**src/rtl/idct_transpose_buf.sv**
```systemverilog
// ============================================================================
// Module   : idct_transpose_buf
// Purpose  : Rounds/narrows IDCT first-pass results into ping-pong 4x4 banks,
//            written by rows and read out by columns for the second pass.
// Option   : IDCT_TRANSPOSE_SAT_EN -- clamp to 16-bit range instead of wrapping.
// Revision : 1.0 - initial release
// ============================================================================
`default_nettype none

module idct_transpose_buf #(
  parameter int SHIFT = 7
) (
  input  logic               clk,
  input  logic               reset,
  input  logic               in_valid,
  input  logic [23:0]        in_data,
  output logic               in_ready,
  output logic               out_valid,
  input  logic               out_ready,
  output logic signed [15:0] out_1,
  output logic signed [15:0] out_2,
  output logic signed [15:0] out_3,
  output logic signed [15:0] out_4
);

  localparam logic signed [24:0] c_HALF    = 25'sd1 <<< (SHIFT - 1);
  localparam logic signed [24:0] c_SAT_MAX = 25'sd32767;
  localparam logic signed [24:0] c_SAT_MIN = -25'sd32768;

  logic [15:0]        r_mem [2][16];
  logic [1:0]         r_full;
  logic               r_wr_bank;
  logic               r_rd_bank;
  logic [3:0]         r_wr_idx;
  logic [1:0]         r_rd_col;

  logic signed [24:0] w_sum;
  logic signed [24:0] w_shift;
  logic [15:0]        w_y;
  logic               w_wr_en;
  logic               w_rd_en;
  logic               w_wr_last;
  logic               w_rd_last;
  logic [1:0]         w_set;
  logic [1:0]         w_clr;

  // 25-bit intermediate keeps the rounding add from overflowing near full scale
  assign w_sum   = $signed({in_data[23], in_data}) + c_HALF;
  assign w_shift = w_sum >>> SHIFT;

`ifdef IDCT_TRANSPOSE_SAT_EN
  always_comb begin
    if (w_shift > c_SAT_MAX) begin
      w_y = 16'h7FFF;
    end else if (w_shift < c_SAT_MIN) begin
      w_y = 16'h8000;
    end else begin
      w_y = w_shift[15:0];
    end
  end
`else
  logic w_unused;
  assign w_unused = ^w_shift[24:16];
  assign w_y      = w_shift[15:0];
`endif

  assign in_ready  = ~r_full[r_wr_bank];
  assign out_valid = r_full[r_rd_bank];

  assign w_wr_en   = in_valid & in_ready;
  assign w_rd_en   = out_valid & out_ready;
  assign w_wr_last = w_wr_en & (r_wr_idx == 4'd15);
  assign w_rd_last = w_rd_en & (r_rd_col == 2'd3);

  // Writer and reader always target different banks, so set/clear never collide
  assign w_set = w_wr_last ? (r_wr_bank ? 2'b10 : 2'b01) : 2'b00;
  assign w_clr = w_rd_last ? (r_rd_bank ? 2'b10 : 2'b01) : 2'b00;

  always_ff @(posedge clk or negedge reset) begin
    if (!reset) begin
      r_full    <= 2'b00;
      r_wr_bank <= 1'b0;
      r_rd_bank <= 1'b0;
      r_wr_idx  <= 4'd0;
      r_rd_col  <= 2'd0;
      for (int b = 0; b < 2; b++) begin
        for (int i = 0; i < 16; i++) begin
          r_mem[b][i] <= 16'h0000;
        end
      end
    end else begin
      r_full <= (r_full | w_set) & ~w_clr;
      if (w_wr_en) begin
        r_mem[r_wr_bank][r_wr_idx] <= w_y;
        r_wr_idx                   <= r_wr_idx + 4'd1;
        if (w_wr_last) begin
          r_wr_bank <= ~r_wr_bank;
        end
      end
      if (w_rd_en) begin
        r_rd_col <= r_rd_col + 2'd1;
        if (w_rd_last) begin
          r_rd_bank <= ~r_rd_bank;
        end
      end
    end
  end

  // Row n of the read bank at the current column: sample index is row*4 + col
  assign out_1 = r_mem[r_rd_bank][{2'd0, r_rd_col}];
  assign out_2 = r_mem[r_rd_bank][{2'd1, r_rd_col}];
  assign out_3 = r_mem[r_rd_bank][{2'd2, r_rd_col}];
  assign out_4 = r_mem[r_rd_bank][{2'd3, r_rd_col}];

endmodule

`default_nettype wire

```
**config.mk**
```make
export PLATFORM = sky130hd
export DESIGN_NAME = idct_transpose_buf
export DESIGN_NICKNAME = d
export VERILOG_FILES = /design/src/rtl/idct_transpose_buf.sv
export SDC_FILE = /design/constraint.sdc
export NUM_CORES = 1
export LEC_CHECK = 0
export BUFFER_PORTS_ARGS = -buffer_cell sky130_fd_sc_hd__buf_2
export CAP_MARGIN = 0
export CELL_PAD_IN_SITES_DETAIL_PLACEMENT = 0
export CELL_PAD_IN_SITES_GLOBAL_PLACEMENT = 1
export CORE_MARGIN = 2
export CORE_UTILIZATION = 42
export CTS_BUF_LIST = sky130_fd_sc_hd__clkbuf_2
export DETAILED_ROUTE_END_ITERATION = 16
export PLACE_DENSITY = 0.72
export SLEW_MARGIN = 25
export SYNTH_ARGS = -nofsm -noshare
export SYNTH_HDL_FRONTEND = slang
export SYNTH_SLANG_ARGS = --single-unit
```
**constraint.sdc**
```tcl
create_clock -name clk -period 2.65 [get_ports clk]
set_input_delay 0.265 -clock clk [delete_from_list [all_inputs] [get_ports clk]]
set_output_delay 0.265 -clock clk [all_outputs]
set_load 0.01 [all_outputs]
```
==> metrics.cfg <==
[status]
status=complete, but fails checks
violations=setup timing

[worst_setup_path]
r2r_cells=6
path_cells=buf_12 > buf_16 > mux4_2 > mux2_4 > buf_6
crit_path_end_kind=output port
r2r_slack_ns=0.45
cpPeakStageDelay_ns=0.51
path_depth=5
required_ns=2.38
cp_data_arrival_time_ns=3.07
setup.worst_path.start=r_rd_bank
critical-path-slowest-cell=mux4_2
startpoint_type=flip-flop
worstSetupPathType=flip-flop to output port
r2r-start=r_wr_bank
cp_top_family=multiplexers
worstReg2RegEnd=r_mem[341]
critPathCapture=out_1[15]
worst-path-buf-inv=3
worstPathMaxFanout=8

[synth]
syn_area_per_cell_um2=11.4
synth_edf_count=0
netlist_instances=2036
ys_ff_latch=522
synthArstFlopShare_pct=100
mappedNetlistArea_um2=23300
synthMostInstantiatedCell=dfrtp_1
synth_cell_types=36
syn_nets=2070
synth_area_leaders=dfrtp_1, mux4_2, a21oi_1
yosysSeqAreaShare_pct=56.1
yosys.area.top_type_share_pct=56.1
synth_common_cells=dfrtp_1, nor2_1, a21oi_1
ys.flop_type=dfrtp_1
synth_top_area_cell=dfrtp_1
ys_warn_count=0

[clock_network]
cts_tree=done
clk_pin_slew_ns=0.09
cts_root_buffer=clkbuf_2
clockBufferDepth=3
clk_latency_ns=1.28
htree_levels=4
numCtsBuffers=141
cts_sinks=522

[placed_design]
port_buffers=86
routabilityCongestion=0.752
dp_hpwl_um=36100
dp.cells=2748

[floorplanning]
rows=86
core_um2=55000
die_area_um2=57400
fp.dieH_um=240
ios=94
start_util_pct=42.4
die_x_um=240

[sta]
slew_viol_final=0
worst_pin_slew_ns=1.01
setup_viol=65
rsz0062_at_grt=true
worst_slack_ns=-0.683
hold_viol=0
skew_ns=0.0664
relSlewSlack_pct=32.6
max_clock_freq_ghz=0.300
fin_crit_ns=3.33
period_share_pct=126

[cells_and_area]
area_delta_synth_final_pct=18.9
drive_gt1_share_pct=31.3
instances_no_fill=3046
finalNetCount=2239
fin_util_pct=50.4

[route]
avgRoutedWirePerCell_um=19.6
drt_pass1_iterations=5
num_vias=15900
viasPerCell=5.23
ant_nets=0
drc=0
drt_iter0_drc=882
wl_um=59700

[worst_hold_path]
hold_path_class=input port to flip-flop

[pwr]
power-per-cell-area_nw_per_um2=1300
ir_worst_vdd_mv=0.769
p_leak_nw=12.4

[grt]
grt_max_degree=100
grt_remaining_overflow=0
grt_pass1_wl_um=93200
grt_usage_pct=21.5
grt_antenna_before_repair=3
grt_pass1_vias=16700

[run]
cap_violations=0

==> cells in the final DEF, fill, tap and decap left out, types with 61 or more instances in the layout <==
cell      netlist  routed
o21ai_0        76      76
clkbuf_2        0     197
buf_6           9      64
mux2_4          0      61
mux4_2        128     128
nand2_1       103     103
a21oi_1       349     349
dfrtp_1       522     517
nor2_1        396     396
buf_4           7      70
==> area by class of cell <==
| type | count | area, um^2 |
|---|---|---|
| fillers | 4956 | 27300 |
| multi-input cells | 1298 | 9630 |
| repair buffers | 237 | 2650 |
| well taps | 748 | 936 |
| inverters | 5 | 18.8 |
| flip-flops and latches | 522 | 13100 |
| diodes | 2 | 5.00 |
| clock buffers | 197 | 986 |
| clock inverters | 37 | 409 |
==> worst min-delay path by stage <==
stage	cells after the start	end	startpoint	slack, ns
3_5_place_dp	1	r_mem[220]	reset	0.25
4_1_cts	4	r_mem[491]	in_data[18]	0.008
3_3_place_gp	1	r_mem[476]	reset	0.25
6_report	4	r_mem[491]	in_data[18]	0.15
2_1_floorplan	0	r_full[0]	reset	-0.03
5_1_grt	4	r_mem[507]	in_data[18]	0.06
==> where the power goes <==
part           internal [mW]  total, mW  switching [mW]
logic                   9.27       16.3            7.08
clock network           2.95       6.26            3.31
registers               11.5       13.4            1.92
total                   23.7       36.0            12.3
==> cell families (layout without fill, tap and decap cells) <==
kind of cell / count (synthesis) / in the layout / share of synthesized area [%]
AOI/OAI and AO/OA: 484 / 484 / 11.3
xor gates and xnor gates: 20 / 20 / 0.752
adders and majority gates: 6 / 6 / 0.322
buffers and inverters: 216 / 476 / 4.37
DFF: 522 / 522 / 56.1
muxes: 228 / 228 / 17.2
other: 0 / 2 / 0
and+or+nand+nor: 560 / 560 / 10.1
==> worst register-to-register path, cell delays in order (launching register included) <==
cell	delay, ns
dfrtp_2	0.44
buf_4	0.18
nor3_1	0.59
and4_1	0.35
buf_4	0.36
nor2_1	0.08
a21oi_1	0.13
==> through the flow <==
stage	TNS, ns	area [um^2]	total power, mW	hold slack [ns]	setup WS (ns)
after floorplan	0	23300	22.5	-0.0306	0.662
after global placement	0	24700	26.3	0.246	0.379
after detailed placement	0	24800	26.9	0.251	0.368
after CTS	-51.19	27300	35.2	0.00840	-0.847
after global routing	-52.36	27700	38.4	0.0618	-0.864
final	-40.76	27700	36.0	0.146	-0.683
==> layer usage <==
layer  share of wire (%)  vias up  GRT usage (%)
met3                 4.9       85           5.77
met1                  44     8015           27.9
li1                    -     7499              -
met4                 2.0        2           7.25
met5               0.022        -              0
met2                  49      336           35.2
==> repair_timing <==
item	4_1_cts	5_1_grt
hold buffers	39	0
setup endpoints to repair	66	66
gates cloned	5	5
endpoints found under the hold margin	1043	0
resized for setup	96	67
buffers inserted	11	5
==> sequential cells by signal, indices dropped and copies added, names as in the netlist <==
name	cells
r_wr_idx	4
r_mem	512
r_full	2
r_rd_bank	1
r_rd_col	2
r_wr_bank	1
Note: power is estimated with default switching activity, not from simulation.
